<file path="src/rtl/tmr_voter_pipe_pkg.sv">
// Shared types and code constants for the registered triple-copy voter.
package tmr_voter_pipe_pkg;

    typedef logic [1:0] code_t;

    localparam code_t CODE_ODD0  = 2'b00;
    localparam code_t CODE_ODD1  = 2'b01;
    localparam code_t CODE_ODD2  = 2'b10;
    localparam code_t CODE_AGREE = 2'b11;

endpackage

</file>
<file path="src/rtl/tmr_copy_stats.sv">
// Per-copy health tracking: saturating disagreement count, consecutive-disagreement
// run length and a sticky fault flag once the run reaches PERSIST.
module tmr_copy_stats
    import tmr_voter_pipe_pkg::*;
#(
    parameter int CNT_W   = 8,
    parameter int PERSIST = 4
) (
    input  logic             clk,
    input  logic             rst_n,
    input  logic             valid,
    input  logic             dis,
    input  logic             clr,
    output logic [CNT_W-1:0] err_cnt,
    output logic             fault
);

    localparam logic [CNT_W-1:0] CNT_MAX   = {CNT_W{1'b1}};
    localparam logic [CNT_W-1:0] PERSIST_C = CNT_W'(PERSIST);

    logic [CNT_W-1:0] run;
    logic [CNT_W-1:0] run_nxt;

    always_comb begin
        run_nxt = '0;
        if (dis) begin
            run_nxt = (run == CNT_MAX) ? run : run + 1'b1;
        end
    end

    always_ff @(posedge clk or negedge rst_n) begin
        if (!rst_n) begin
            err_cnt <= '0;
            run     <= '0;
            fault   <= 1'b0;
        end else if (clr) begin
            err_cnt <= '0;
            run     <= '0;
            fault   <= 1'b0;
        end else if (valid) begin
            run <= run_nxt;
            if (dis && err_cnt != CNT_MAX) begin
                err_cnt <= err_cnt + 1'b1;
            end
            if (run_nxt == PERSIST_C) begin
                fault <= 1'b1;
            end
        end
    end

endmodule

</file>
<file path="src/rtl/tmr_voter_pipe.sv">
// Registered bitwise majority voter over three copies, with odd-copy classification
// and per-copy disagreement statistics.
module tmr_voter_pipe
    import tmr_voter_pipe_pkg::*;
#(
    parameter int WIDTH   = 8,
    parameter int CNT_W   = 8,
    parameter int PERSIST = 4
) (
    input  logic             clk,
    input  logic             rst_n,
    input  logic             in_valid,
    input  logic [WIDTH-1:0] in_c0,
    input  logic [WIDTH-1:0] in_c1,
    input  logic [WIDTH-1:0] in_c2,
    input  logic             clr,
    output logic             out_valid,
    output logic [WIDTH-1:0] out_data,
    output logic [1:0]       out_code,
    output logic             out_multi,
    output logic [CNT_W-1:0] err_cnt0,
    output logic [CNT_W-1:0] err_cnt1,
    output logic [CNT_W-1:0] err_cnt2,
    output logic [2:0]       fault
);

    logic [WIDTH-1:0] odd0, odd1, odd2;
    logic [WIDTH-1:0] maj;
    logic [2:0]       dis;
    code_t            code_nxt;
    logic             multi_nxt;

    // A copy is odd at a bit when it differs from both others there.
    assign odd0 = (in_c0 ^ in_c1) & (in_c0 ^ in_c2);
    assign odd1 = (in_c1 ^ in_c0) & (in_c1 ^ in_c2);
    assign odd2 = (in_c2 ^ in_c0) & (in_c2 ^ in_c1);
    assign maj  = (in_c0 & in_c1) | (in_c0 & in_c2) | (in_c1 & in_c2);
    assign dis  = {|odd2, |odd1, |odd0};

    always_comb begin
        code_nxt  = CODE_AGREE;
        multi_nxt = 1'b0;
        if (dis[0]) begin
            code_nxt = CODE_ODD0;
        end else if (dis[1]) begin
            code_nxt = CODE_ODD1;
        end else if (dis[2]) begin
            code_nxt = CODE_ODD2;
        end
        multi_nxt = (dis[0] & dis[1]) | (dis[0] & dis[2]) | (dis[1] & dis[2]);
    end

    always_ff @(posedge clk or negedge rst_n) begin
        if (!rst_n) begin
            out_valid <= 1'b0;
            out_data  <= '0;
            out_code  <= CODE_AGREE;
            out_multi <= 1'b0;
        end else begin
            out_valid <= in_valid;
            if (in_valid) begin
                out_data  <= maj;
                out_code  <= code_nxt;
                out_multi <= multi_nxt;
            end
        end
    end

    tmr_copy_stats #(.CNT_W(CNT_W), .PERSIST(PERSIST)) u_stats0 (
        .clk     (clk),
        .rst_n   (rst_n),
        .valid   (in_valid),
        .dis     (dis[0]),
        .clr     (clr),
        .err_cnt (err_cnt0),
        .fault   (fault[0])
    );

    tmr_copy_stats #(.CNT_W(CNT_W), .PERSIST(PERSIST)) u_stats1 (
        .clk     (clk),
        .rst_n   (rst_n),
        .valid   (in_valid),
        .dis     (dis[1]),
        .clr     (clr),
        .err_cnt (err_cnt1),
        .fault   (fault[1])
    );

    tmr_copy_stats #(.CNT_W(CNT_W), .PERSIST(PERSIST)) u_stats2 (
        .clk     (clk),
        .rst_n   (rst_n),
        .valid   (in_valid),
        .dis     (dis[2]),
        .clr     (clr),
        .err_cnt (err_cnt2),
        .fault   (fault[2])
    );

endmodule

</file>
<file path="config.mk">
export PLATFORM = sky130hd
export DESIGN_NAME = tmr_voter_pipe
export DESIGN_NICKNAME = d
export VERILOG_FILES = /design/src/rtl/tmr_voter_pipe_pkg.sv /design/src/rtl/tmr_copy_stats.sv /design/src/rtl/tmr_voter_pipe.sv
export SDC_FILE = /design/constraint.sdc
export NUM_CORES = 1
export LEC_CHECK = 0
export CORE_UTILIZATION = 40
export DETAILED_ROUTE_END_ITERATION = 10
export GPL_TIMING_DRIVEN = 0
export PLACE_DENSITY_LB_ADDON = 0.3
export SYNTH_ARGS = -nofsm -noshare
export SYNTH_HDL_FRONTEND = slang
export SYNTH_SLANG_ARGS = --single-unit
</file>
<file path="constraint.sdc">
create_clock -name clk -period 1.9 [get_ports clk]
set_input_delay 0.285 -clock clk [delete_from_list [all_inputs] [get_ports clk]]
set_output_delay 0.285 -clock clk [all_outputs]
set_load 0.05 [all_outputs]
</file>
# --- After elaboration in Yosys (flattened, before gate mapping) ---
# Index checks and enable logic that the tools add are counted.
totals:
  register_bits: 63
  in_bits: 28
  output_inout_bits: 39
  word_cells: 96
op_classes:
  add_sub_neg: 6
  eq_ne: 9
  mux: 33
  n_bitwise: 16
  reduce_logical: 19
ops:
  columns: ["cell", "n"]
  rows:
  - ["8-bit 2-to-1 mux", 21]
  - ["8-bit by 1-bit adder with 8-bit output, second input constant", 6]
  - ["8-bit AND", 6]
  - ["8-bit by 3-bit equality test with 1-bit output, second input constant", 3]
  - ["8-bit equality test, second input constant", 3]
  - ["8-bit inequality test, second input constant", 3]
  - ["8-bit OR reduction", 3]
  - ["8-bit XOR", 3]
  - ["8-bit OR", 2]
  - ["2-bit nonzero test", 7]
  - ["2-bit AND reduction", 6]
  - ["1-bit 2-to-1 mux", 10]
  - ["2-bit 2-to-1 mux", 2]
  - ["1-bit AND", 3]
  - ["1-bit logical AND", 3]
  - ["1-bit OR", 2]

# --- Longest topological paths before layout ---
# Gate-level depths: netlist (run 1).
logic_depth:
  word_depth: 8
  mapped_depth: 8
  depth_no_buf: 6

# --- Modules after synthesis ---
# A second synthesis (run 1) with hierarchy kept.
hier_totals:
  hier_cells: 431
  hier_area_um2: 4087.7
modules_own_cells:
  columns: ["module", "instances", "cells_per_inst", "area_per_inst_um2", "seq_area_each_um2"]
  rows:
  - ["tmr_copy_stats", 3, 115, 1037.2, 425.4]
  - ["tmr_voter_pipe", 1, 86, 975.9, 302.8]

# --- Least setup slack after synthesis (run 1) ---
# No wires, ideal clock.
synth_path:
  kind: "input to register"
  start: "in in_c0[6]"
  end: "reg u_stats2.fault"
  setup_ps: 81
  t_arrival_ps: 2093
  required_ps: 1819
  path_slack_ps: -274
  path_stages: 7
  path_buffers: 1
  cell_sequence: "ha_1 -> a22o_1 -> or4_1 -> buf_2 -> maj3_2 -> o21a_1 -> nor3_2"
synth_via:
  elab_chain_cells: 7
synth_rtl:
  columns: ["element", "line_no", "source"]
  rows:
  - ["start: declaration", "tmr_voter_pipe.sv:13", "input logic [WIDTH-1:0] in_c0,"]
  - ["8-bit XOR", "tmr_voter_pipe.sv:36", "assign odd2 = (in_c2 ^ in_c0) & (in_c2 ^ in_c1);"]
  - ["8-bit AND", "tmr_voter_pipe.sv:36", null]
  - ["8-bit OR reduction", "tmr_voter_pipe.sv:38", "assign dis = {|odd2, |odd1, |odd0};"]
  - ["8-bit 2-to-1 mux", "tmr_copy_stats.sv:26", "if (dis) begin"]
  - ["8-bit by 3-bit equality test with 1-bit output", "tmr_copy_stats.sv:45", "if (run_nxt == PERSIST_C) begin"]
  - ["2-bit nonzero test (no source line)", null, null]
  - ["2-bit AND reduction (no source line)", null, null]
  - ["end signal: assignment", "tmr_copy_stats.sv:35", "fault <= 1'b0;"]
  - ["end signal: assignment", "tmr_copy_stats.sv:39", "fault <= 1'b0;"]
  - ["end signal: assignment", "tmr_copy_stats.sv:46", "fault <= 1'b1;"]
  - ["end: declaration", "tmr_copy_stats.sv:15", "output logic fault"]
# No other way between the ends.
# A chain may end at the register's enable or synchronous reset.

# --- Final worst setup path (run 1) ---
layout_path:
  start: "reg u_stats2.run[4]"
  end: "reg u_stats2.fault"
layout_via:
  elab_chain_cells: 6
  word_cells_on_any_way: 7
  classes_between: "add/sub (1); eq/ne (2); mux (2); reduce/logical (2)"
layout_rtl:
  columns: ["element", "line_no", "source"]
  rows:
  - ["start: declaration", "tmr_copy_stats.sv:21", "logic [CNT_W-1:0] run;"]
  - ["start signal: assignment", "tmr_copy_stats.sv:41", "run <= run_nxt;"]
  - ["8-bit by 1-bit adder with 8-bit output or 8-bit equality test (tied branches)", "tmr_copy_stats.sv:27", "run_nxt = (run == CNT_MAX) ? run : run + 1'b1;"]
  - ["8-bit 2-to-1 mux (*)", "tmr_copy_stats.sv:27", null]
  - ["8-bit 2-to-1 mux (*)", "tmr_copy_stats.sv:26", null]
  - ["8-bit by 3-bit equality test with 1-bit output (*)", "tmr_copy_stats.sv:45", null]
  - ["2-bit nonzero test (no source line) (*)", null, null]
  - ["2-bit AND reduction (no source line) (*)", null, null]
# Every way passes the cells marked *; elsewhere a longest branch is shown, timed or not.

==> metrics.md, run 1 <==
| Metric | Value |
|---|---|
| GPL Wtd Cong | `0.894` |
| Critical-path maximum fanout | `7` |
| Wire length of the first global-routing pass | `17200 µm` |
| First-pass DRT Iterations | `5` |
| Setup TNS | `-0.0248 ns` |
| VDD IR max | `0.433 mV` |
| Register-to-register setup slack | `-0.02 ns` |
| Final Cycle Share | `1.01` |
| GR Util met2 | `0.373` |
| Die height | `101 µm` |
| Largest cells by area after synthesis | `dfrtp_1 (39%), ha_1 (9.6%), nor2_1 (5.2%), xnor2_1 (4.9%), a21oi_1 (3.7%)` |
| WL final | `10900 µm` |
| Sequential area share after synthesis | `0.402` |
| Final #Nets | `573` |
| Slew margin rel. | `0.460` |
| CTS tree | `built` |
| Share of layout cells above drive strength 1 | `0.254` |
| Post-synth EDFFs | `0` |
| RSZ-0062 raised after global routing | `true` |
| Final-report hold violation count | `0` |
| Most Crowded Layer GR | `met2` |
| Initial core utilization | `0.419` |
| Crit-path max cell delay | `0.45 ns` |
| Cells on worst reg2reg path | `6` |
| Peak Freq | `0.520 GHz` |
| Final core utilization | `0.584` |
| Worst-path clk slew | `0.07 ns` |
| Yosys Warn Count | `0` |
| Syn avg cell area | `9.20 µm²` |
| WHS | `0.0205 ns` |
| Vias | `3686` |
| Placement Setup Slack | `-0.960 ns` |
| Port Buf Inserts | `65` |
| Largest net degree at the start of global routing | `64` |
| Gr ovfl total | `0` |
| CP top delay family | `simple AND/OR/NAND/NOR gates` |
| Netlist Area Pre-Place | `3930 µm²` |
| Critical path class | `flop to flop` |
| Worst-skew pair later-pin latency | `0.34 ns` |
| Register bit total from synthesis | `63` |
| Commonest register cell after synthesis | `dfrtp_1` |
| Clk sinks | `63` |
| Crit start category | `flop` |
| GR Util met3 | `0.0368` |
| Slew Viols, Final | `0` |
| P per Cell Area | `633 nW/µm²` |
| GRT Resource Usage Total | `0.216` |
| Final worst setup slack | `-0.0248 ns` |
| Clk_skew | `0.00860 ns` |
| Largest area contributor in the netlist | `dfrtp_1` |
| Vias in the first global route | `3586` |
| CTS root buf | `clkbuf_8` |
| Die ar. | `10200 µm²` |
| GR Layer Usage met1 | `0.272` |
| Slowest-stage cell, CP | `or3_4` |
| CTS H-tree lvls | `3` |
| Pleak | `2.33 nW` |
| HPWL after detailed placement | `7090 µm` |
| DIE WIDTH | `101 µm` |
| Failing checks | `negative setup slack` |
| Synth Instances | `427` |
| Final setup viols | `1` |
| Yosys cell types | `50` |
| Max Cap Viol | `0` |
| Routed vias/inst | `5.68` |
| Worst min-delay path class | `input pin to asynchronous set/reset pin` |
| CP Cell Sequence | `clkbuf_2 -> nand4_1 -> or3_4 -> a2111oi_2 -> a31oi_1 -> nor3_2` |
| Routed len/inst | `16.9 µm` |
| ANT nets after route | `0` |
| # DRC | `0` |
| I/O pins | `67` |
| Ys async rst share | `1.00` |
| Synth top area share | `0.389` |
| Antenna diodes | `0` |
| CP endpoint kind | `flop` |
| Worst EP required | `2.17 ns` |
| Worst path bufs/invs | `1` |
| Area Overhead vs Synth | `39.4%` |
| Status | `finished with violations` |
| Slew @ Worst Pin | `0.810 ns` |
| Num CTS Buffers | `9` |
| WP data arrival | `2.19 ns` |
| DR iter-0 viols | `145` |
| Tmin final | `1.92 ns` |
| Syn_nets | `485` |
| Core area | `9370 µm²` |
| Clk buf depth | `2` |
| # rows | `35` |
| Initial antenna violation count | `0` |
| Worst R2R End | `u_stats2.fault$_DFFE_PN0P_` |
| Launch point of the worst reg-to-reg path | `u_stats2.run[4]$_DFFE_PN0P_` |
==> cell families after synthesis <==
kind of cell / share of synthesized area
and+or+nand+nor: 0.188
DFF: 0.402
adders and majority gates: 0.0984
xor gates and xnor gates: 0.0557
muxes: 0.0213
AOI/OAI and AO/OA: 0.192
buffers and inverters: 0.0424
==> per-layer routing <==
layer / routed length, µm / part of all wire
met5: 0 / 0
met4: 115 / 0.011
met3: 452 / 0.041
met2: 5410 / 0.49
met1: 4970 / 0.45
==> metrics by stage <==
| step | total power [W] | cell area (µm²) | cells |
|---|---|---|---|
| 2_1_floorplan | 0.00196 | 4170 | 427 |
| 3_3_place_gp | 0.00225 | 4980 | 621 |
| 3_5_place_dp | 0.00227 | 4980 | 621 |
| 5_1_grt | 0.00362 | 5480 | 649 |
| 4_1_cts | 0.00343 | 5390 | 646 |
| 6_report | 0.00347 | 5480 | 649 |
==> worst max-delay path by stage <==
| stage | end | start | depth (start not counted) |
|---|---|---|---|
| floorplan | u_stats2.fault$_DFFE_PN0P_ | in_c1[5] | 7 |
| global placement | out_data[1]$_DFFE_PN0P_ | rst_n | 1 |
| detailed placement | u_stats2.fault$_DFFE_PN0P_ | in_c1[1] | 7 |
| CTS | u_stats2.fault$_DFFE_PN0P_ | in_c1[4] | 8 |
| global route | u_stats2.fault$_DFFE_PN0P_ | u_stats2.run[4]$_DFFE_PN0P_ | 6 |
| finish | u_stats2.fault$_DFFE_PN0P_ | u_stats2.run[4]$_DFFE_PN0P_ | 6 |
==> final cells by class <==
| cell class | count | area, µm² |
|---|---|---|
| fillers | 834 | 3890 |
| clock inverters | 4 | 22.5 |
| plain buffers | 23 | 135 |
| multi-input cells | 324 | 2720 |
| flip-flops and latches | 63 | 1580 |
| inverters | 12 | 45.0 |
| repair buffers | 82 | 663 |
| clock buffers | 12 | 145 |
| well taps | 129 | 161 |
==> sequential cells by signal (all words and copies together) (netlist names) <==
signal	flops
out_code	2
out_data	8
out_multi	1
out_valid	1
u_stats0.err_cnt	8
u_stats0.fault	1
u_stats0.run	8
u_stats1.err_cnt	8
u_stats1.fault	1
u_stats1.run	8
u_stats2.err_cnt	8
u_stats2.fault	1
u_stats2.run	8
==> what timing repair did <==
| item | CTS | global route |
|---|---|---|
| setup endpoints to repair | 66 | 36 |
| pin swaps | 23 | 6 |
| gates resized for setup | 131 | 46 |
| cloned | 1 | 1 |
| buffers inserted | 12 | 3 |
| hold buffers | 0 | 0 |
==> placed cells by master (no fill, tap or decap), drive strengths merged, types with 4 or more instances in the layout <==
cell	synthesis	final
a211oi	11	11
nor4	6	6
dlygate4sd2	0	13
a2111oi	10	10
nor2	54	54
clkbuf	18	30
a21oi	29	29
dfrtp	61	61
a22o	13	13
o21ai	14	14
nor3	20	20
buf	10	47
inv	12	12
nand2	21	21
nand3	19	19
clkdlybuf4s50	0	18
dlymetal6s2s	0	9
a22oi	4	4
and3	6	6
o41ai	4	4
a31oi	6	6
mux2i	5	5
nand4	11	11
ha	30	30
xnor2	22	22
==> power by group <==
group	leakage, nW	internal [W]	total, W	switching [W]
Clock	0.0861	0.000503	0.00103	0.000524
Combinational	1.41	0.000419	0.000992	0.000573
Sequential	0.830	0.00140	0.00145	0.0000525
Total	2.33	0.00232	0.00347	0.00115
==> cells in the mapped netlist (all sizes together), types with 2 or more instances <==
| master | count |
|---|---|
| and4 | 2 |
| ha | 30 |
| o41ai | 4 |
| a31oi | 6 |
| mux2i | 5 |
| mux2 | 3 |
| nor4b | 3 |
| dfrtp | 61 |
| dfstp | 2 |
| xor2 | 3 |
| o21a | 2 |
| nor2 | 54 |
| nor3b | 2 |
| buf | 10 |
| a21o | 3 |
| xnor2 | 22 |
| nand4 | 11 |
| a211oi | 11 |
| inv | 12 |
| nand3 | 19 |
| and2 | 3 |
| a2111oi | 10 |
| a22o | 13 |
| clkbuf | 18 |
| nor4 | 6 |
| and3 | 6 |
| nor3 | 20 |
| o21ai | 14 |
| a22oi | 4 |
| a41oi | 3 |
| a21oi | 29 |
| or4 | 3 |
| nand2 | 21 |
Note: power is estimated with default switching activity, not from simulation.
==> run 2, diff against run 1 <==
Settings changed: CORE_UTILIZATION 40 to 47.
==> run 2 against run 1 <==
  * The run now ends clean
  * Highest routed layer unchanged
  * Critical path depth did not move
  * Critical endpoint unchanged
  * Via count rose by 3.5%
  * Largest cell class unchanged
  * Sequential share of layout area fell by 0.18 points
==> metrics.md, run 2 (synthesis results as in run 1) <==
| Metric | Value |
|---|---|
| Port Buf Inserts | `65 (unchanged)` |
| Crit-path max cell delay | `0.44 ns (was 0.45 ns)` |
| Setup TNS | `0 ns (was -0.0248 ns)` |
| Worst-path clk slew | `0.07 ns (about the same)` |
| GPL Wtd Cong | `0.928 (was 0.894)` |
| Critical-path maximum fanout | `6 (was 7)` |
| Slowest-stage cell, CP | `dfrtp_1 (was or3_4)` |
| Commonest non-fill, non-tap cell in the layout | `dfrtp_1 (unchanged)` |
| Placement Setup Slack | `-0.951 ns (was -0.960 ns)` |
| Slew @ Worst Pin | `0.800 ns (was 0.810 ns)` |
| DR iter-0 viols | `278 (was 145)` |
| VDD IR max | `0.615 mV (was 0.433 mV)` |
| Wire length of the first global-routing pass | `17600 µm (was 17200 µm)` |
| Most frequent cells in the layout | `dfrtp_1 (59), nor2_1 (54), buf_4 (32), a21oi_1 (28), ha_4 (24) (was dfrtp_1 (59), nor2_1 (54), a21oi_1 (27), ha_4 (25), buf_2 (23))` |
| Final core utilization | `0.699 (was 0.584)` |
| DIE WIDTH | `93.4 µm (was 101 µm)` |
| CP endpoint kind | `flop (unchanged)` |
| Antenna diodes | `0 (unchanged)` |
| Tmin final | `1.89 ns (was 1.92 ns)` |
| Critical path class | `flop to flop (unchanged)` |
| Clk sinks | `63 (unchanged)` |
| Die height | `93.4 µm (was 101 µm)` |
| Final worst setup slack | `0.00865 ns (was -0.0248 ns)` |
| WL final | `11300 µm (was 10900 µm)` |
| Gr ovfl total | `0 (unchanged)` |
| # DRC | `0 (unchanged)` |
| HPWL after detailed placement | `7060 µm (was 7090 µm)` |
| # rows | `32 (was 35)` |
| GR Util met2 | `0.433 (was 0.373)` |
| ANT nets after route | `0 (unchanged)` |
| CTS H-tree lvls | `3 (unchanged)` |
| Peak Freq | `0.529 GHz (was 0.520 GHz)` |
| Final Cycle Share | `0.995 (was 1.01)` |
| Final setup viols | `0 (was 1)` |
| Max Cap Viol | `0 (unchanged)` |
| Vias | `3814 (was 3686)` |
| Design area | `5510 µm² (was 5480 µm²)` |
| CTS tree | `built (unchanged)` |
| Cells on worst reg2reg path | `6 (unchanged)` |
| Status | `completed (was finished with violations)` |
| CP Cell Sequence | `ha_4 -> nand2_1 -> or3_4 -> a2111oi_4 -> a31oi_1 -> nor3_2 (was clkbuf_2 -> nand4_1 -> or3_4 -> a2111oi_2 -> a31oi_1 -> nor3_2)` |
| CTS root buf | `clkbuf_8 (unchanged)` |
| Clk buf depth | `2 (unchanged)` |
| Crit path launch | `u_stats2.run[1]$_DFFE_PN0P_ (was u_stats2.run[4]$_DFFE_PN0P_)` |
| Vias in the first global route | `3814 (was 3586)` |
| Share of layout cells above drive strength 1 | `0.255 (was 0.254)` |
| Placed instance area | `4940 µm² (was 4980 µm²)` |
| GR Util met3 | `0.0585 (was 0.0368)` |
| GRT Resource Usage Total | `0.258 (was 0.216)` |
| Largest net degree at the start of global routing | `64 (unchanged)` |
| GR Layer Usage met1 | `0.313 (was 0.272)` |
| First-pass DRT Iterations | `5 (unchanged)` |
| I/O pins | `67 (unchanged)` |
| Num CTS Buffers | `9 (unchanged)` |
| Slew Viols, Final | `0 (unchanged)` |
| Worst EP required | `2.17 ns (about the same)` |
| Slew margin rel. | `0.467 (was 0.460)` |
| Routed len/inst | `18.0 µm (was 16.9 µm)` |
| Most Crowded Layer GR | `met2 (unchanged)` |
| P per Cell Area | `659 nW/µm² (was 633 nW/µm²)` |
| Routed vias/inst | `6.08 (was 5.68)` |
| Worst min-delay path class | `input pin to asynchronous set/reset pin (unchanged)` |
| Worst-skew pair later-pin latency | `0.34 ns (about the same)` |
| Final-report hold violation count | `0 (unchanged)` |
| Pleak | `2.43 nW (was 2.33 nW)` |
| Die ar. | `8730 µm² (was 10200 µm²)` |
| Launch point of the worst reg-to-reg path | `u_stats2.run[1]$_DFFE_PN0P_ (was u_stats2.run[4]$_DFFE_PN0P_)` |
| Area Overhead vs Synth | `40.3% (was 39.4%)` |
| WP data arrival | `2.16 ns (was 2.19 ns)` |
| Final #Nets | `579 (was 573)` |
| Initial core utilization | `0.498 (was 0.419)` |
| Crit start category | `flop (unchanged)` |
| Clk_skew | `0.00566 ns (was 0.00860 ns)` |
| Core area | `7890 µm² (was 9370 µm²)` |
| Initial antenna violation count | `0 (unchanged)` |
[run 2: cell count changes in the layout (fill, tap and decap cells not counted), moves of 3 or more]
cell,delta
dlymetal6s2s_1,+4
a22o_4,-3
a22o_1,+3
dlygate4sd2_1,-3
clkbuf_2,+4
buf_2,-9
buf_4,+13
[run 2: repair_timing]
| action | in CTS | in global routing |
|---|---|---|
| endpoints found under the setup margin | 63 | 56 |
| setup buffers | 13 | 11 |
| hold buffers | 0 | 0 |
| gates resized for setup | 107 | 69 |
| pin swaps | 23 | 20 |
[run 2: metal layers]
metal / vias up / part of all wire
met5: - / 0
met4: 0 / 0.024
met3: 38 / 0.059
met2: 161 / 0.50
met1: 1844 / 0.41
li1: 1771 / -
[run 2: power by group]
group	switching [W]	internal (W)	total, W
clock network	0.000522	0.000663	0.00119
registers	0.0000549	0.00140	0.00145
logic	0.000574	0.000418	0.000992
[run 2: area by class of cell]
cell class              instances  area (µm²)
clock inverters                 4        45.0
fillers                       589        2380
inverters                      12        45.0
repair buffers                 89         743
plain buffers                  22         126
clock buffers                  11         151
flip-flops and latches         63        1580
well taps                     102         128
multi-input cells             324        2690
[run 2: path summary, 6_finish.rpt]
check                                                   end  slack, ns
worst max-delay path             u_stats2.fault$_DFFE_PN0P_      0.009
worst min-delay path                out_data[2]$_DFFE_PN0P_      0.006
worst max register to register   u_stats2.fault$_DFFE_PN0P_      0.009
worst min register to register   u_stats1.fault$_DFFE_PN0P_       0.52
max in group asynchronous       u_stats2.run[0]$_DFFE_PN0P_       1.29
min in group clk                u_stats0.run[7]$_DFFE_PN0P_       0.37
[run 2: worst max-delay path, delay by kind of cell (launching register included)]
kind | cells | cell delay (ns)
AO/OA/AOI/OAI | 2 | 0.53
adder cells (fa/ha/maj) | 1 | 0.20
flip-flops | 1 | 0.44
AND/OR/NAND/NOR | 3 | 0.64
[run 2: per-stage QoR]
| stage | std cells | hold WS (ns) | total power (W) |
|---|---|---|---|
| CTS | 617 | 0.0609 | 0.00357 |
| finish | 627 | 0.00631 | 0.00363 |
| detailed placement | 594 | 0.429 | 0.00226 |
| global route | 627 | 0.0855 | 0.00379 |
| floorplan | 427 | -0.0106 | 0.00196 |
| global placement | 594 | 0.503 | 0.00224 |
==> run 3, diff against run 2 <==
Settings changed: SKIP_CTS_REPAIR_TIMING set to 1.
==> run 3 against run 2 <==
  * The run now ends with negative setup slack left
  * First-iteration DRC count up 2.2%
  * Register-to-register slack gained 0.04 ns
  * Total power decreased by 2.2%
  * Clock skew hardly changed
  * Critical endpoint unchanged
==> metrics.md, run 3 (synthesis results as in run 1) <==
| Metric | Value |
|---|---|
| Status | `finished with violations (was completed)` |
| Failing checks | `negative setup slack` |
| Placed Cells | `594 (unchanged)` |
| # DRC | `0 (unchanged)` |
| Most frequent cells in the layout | `dfrtp_1 (59), nor2_1 (54), dlymetal6s2s_1 (34), a21oi_1 (28), xnor2_1 (22) (was dfrtp_1 (59), nor2_1 (54), buf_4 (32), a21oi_1 (28), ha_4 (24))` |
| CTS H-tree lvls | `3 (unchanged)` |
| I/O pins | `67 (unchanged)` |
| Final-report hold violation count | `0 (unchanged)` |
| GPL Wtd Cong | `0.928 (unchanged)` |
| Final Cycle Share | `1.01 (was 0.995)` |
| Initial antenna violation count | `0 (unchanged)` |
| Max Cap Viol | `0 (unchanged)` |
| VDD IR max | `0.542 mV (was 0.615 mV)` |
| Slew @ Worst Pin | `0.793 ns (was 0.800 ns)` |
| Worst-skew pair later-pin latency | `0.34 ns (about the same)` |
| Slew Viols, Final | `0 (unchanged)` |
| HPWL after detailed placement | `7060 µm (unchanged)` |
| Vias | `3696 (was 3814)` |
| # fillers | `611 (was 589)` |
| Non-Filler Instances | `616 (was 627)` |
| WP data arrival | `2.19 ns (was 2.16 ns)` |
| Slew margin rel. | `0.472 (was 0.467)` |
| RSZ-0062 raised after global routing | `true` |
| Num CTS Buffers | `9 (unchanged)` |
| Final #Nets | `568 (was 579)` |
| Worst-path clk slew | `0.07 ns (about the same)` |
| Routed vias/inst | `6.00 (was 6.08)` |
| Die ar. | `8730 µm² (unchanged)` |
| GRT Resource Usage Total | `0.243 (was 0.258)` |
| Port Buf Inserts | `65 (unchanged)` |
| Final worst setup slack | `-0.0222 ns (was 0.00865 ns)` |
| Placement Setup Slack | `-0.951 ns (unchanged)` |
| Initial core utilization | `0.498 (unchanged)` |
| WL final | `10600 µm (was 11300 µm)` |
| # rows | `32 (unchanged)` |
| Antenna diodes | `0 (unchanged)` |
| Design area | `5420 µm² (was 5510 µm²)` |
| CP endpoint kind | `flop (unchanged)` |
| Worst EP required | `2.17 ns (about the same)` |
| Core area | `7890 µm² (unchanged)` |
| Vias in the first global route | `3664 (was 3814)` |
| Share of layout cells above drive strength 1 | `0.204 (was 0.255)` |
| Critical-path maximum fanout | `7 (was 6)` |
| Largest net degree at the start of global routing | `64 (unchanged)` |
| Peak Freq | `0.520 GHz (was 0.529 GHz)` |
| Critical path class | `input pin to flop (was flop to flop)` |
| Gr ovfl total | `0 (unchanged)` |
| CTS root buf | `clkbuf_8 (unchanged)` |
| Crit start category | `input pin (was flop)` |
| P per Cell Area | `655 nW/µm² (was 659 nW/µm²)` |
| Die height | `93.4 µm (unchanged)` |
| Routed len/inst | `17.2 µm (was 18.0 µm)` |
| Placed instance area | `4940 µm² (unchanged)` |
| DR iter-0 viols | `284 (was 278)` |
| Wire length of the first global-routing pass | `16700 µm (was 17600 µm)` |
| Clk_skew | `0.00523 ns (was 0.00566 ns)` |
| DIE WIDTH | `93.4 µm (unchanged)` |
| Worst min-delay path class | `input pin to asynchronous set/reset pin (unchanged)` |
| Tmin final | `1.92 ns (was 1.89 ns)` |
| Commonest non-fill, non-tap cell in the layout | `dfrtp_1 (unchanged)` |
| Clk sinks | `63 (unchanged)` |
| Pleak | `2.59 nW (was 2.43 nW)` |
| Area Overhead vs Synth | `38.0% (was 40.3%)` |
| ANT nets after route | `0 (unchanged)` |
| CTS tree | `built (unchanged)` |
| Clk buf depth | `2 (unchanged)` |
| First-pass DRT Iterations | `5 (unchanged)` |
| Final setup viols | `1 (was 0)` |
[run 3: cell count changes in the layout (fill, tap and decap cells not counted), moves of 3 or more]
| cell | change |
|---|---|
| a2111oi_2 | -3 |
| a22o_2 | +3 |
| buf_2 | -13 |
| buf_4 | -13 |
| clkbuf_2 | +8 |
| dlygate4sd2_1 | -10 |
| dlymetal6s2s_1 | +21 |
| ha_1 | +4 |
| ha_4 | -4 |
[run 3: metal layers]
metal / share of wire / global-route usage / vias up
li1: - / - / 1750
met5: 0 / 0 / -
met3: 0.050 / 0.0472 / 22
met1: 0.41 / 0.301 / 1796
met4: 0.021 / 0.0936 / 0
met2: 0.52 / 0.416 / 128
[run 3: worst paths after layout]
kind                                             startpoint                           to  slack (ns)  cells after the start
worst max register to register  u_stats2.run[1]$_DFFE_PN0P_   u_stats2.fault$_DFFE_PN0P_        0.05                      6
worst min register to register   u_stats1.fault$_DFFE_PN0P_   u_stats1.fault$_DFFE_PN0P_        0.52                      1
worst min-delay path                                  rst_n      out_data[2]$_DFFE_PN0P_       0.004                      1
max in group asynchronous                             rst_n  u_stats2.run[0]$_DFFE_PN0P_        1.30                      1
min in group clk                                   in_valid          out_valid$_DFF_PN0_        0.24                      1
worst max-delay path                               in_c1[6]   u_stats2.fault$_DFFE_PN0P_       -0.02                      7
[run 3: worst max-delay path, stage by stage]
cell and delay (ns):
dlymetal6s2s_1 0.15, ha_1 0.32, a22o_4 0.27, or4_4 0.55
maj3_2 0.33, o21a_1 0.20, nor3_2 0.09
[run 3: through the flow]
stage | hold WS (ns) | setup TNS (ns) | utilization | power, W
finish | 0.00435 | -0.0222 | 0.687 | 0.00355
CTS | 0.0609 | -19.13 | 0.651 | 0.00346
global route | 0.103 | -0.137 | 0.687 | 0.00371
floorplan | -0.0106 | -0.398 | - | 0.00196
detailed placement | 0.429 | -38.56 | 0.627 | 0.00226
global placement | 0.503 | -132.08 | 0.627 | 0.00224
[run 3: area by class of cell]
type,instances,area (µm²),share of cell area
multi-input cells,324,2600,0.479
repair buffers,78,761,0.140
inverters,12,45.0,0.00831
clock inverters,4,45.0,0.00831
plain buffers,22,113,0.0208
flip-flops and latches,63,1580,0.292
well taps,102,128,0.0235
clock buffers,11,151,0.0279
[run 3: power breakdown]
part	internal, W	switching [W]
clock	0.000664	0.000525
combinational	0.000372	0.000541
sequential	0.00140	0.0000522
total	0.00243	0.00112
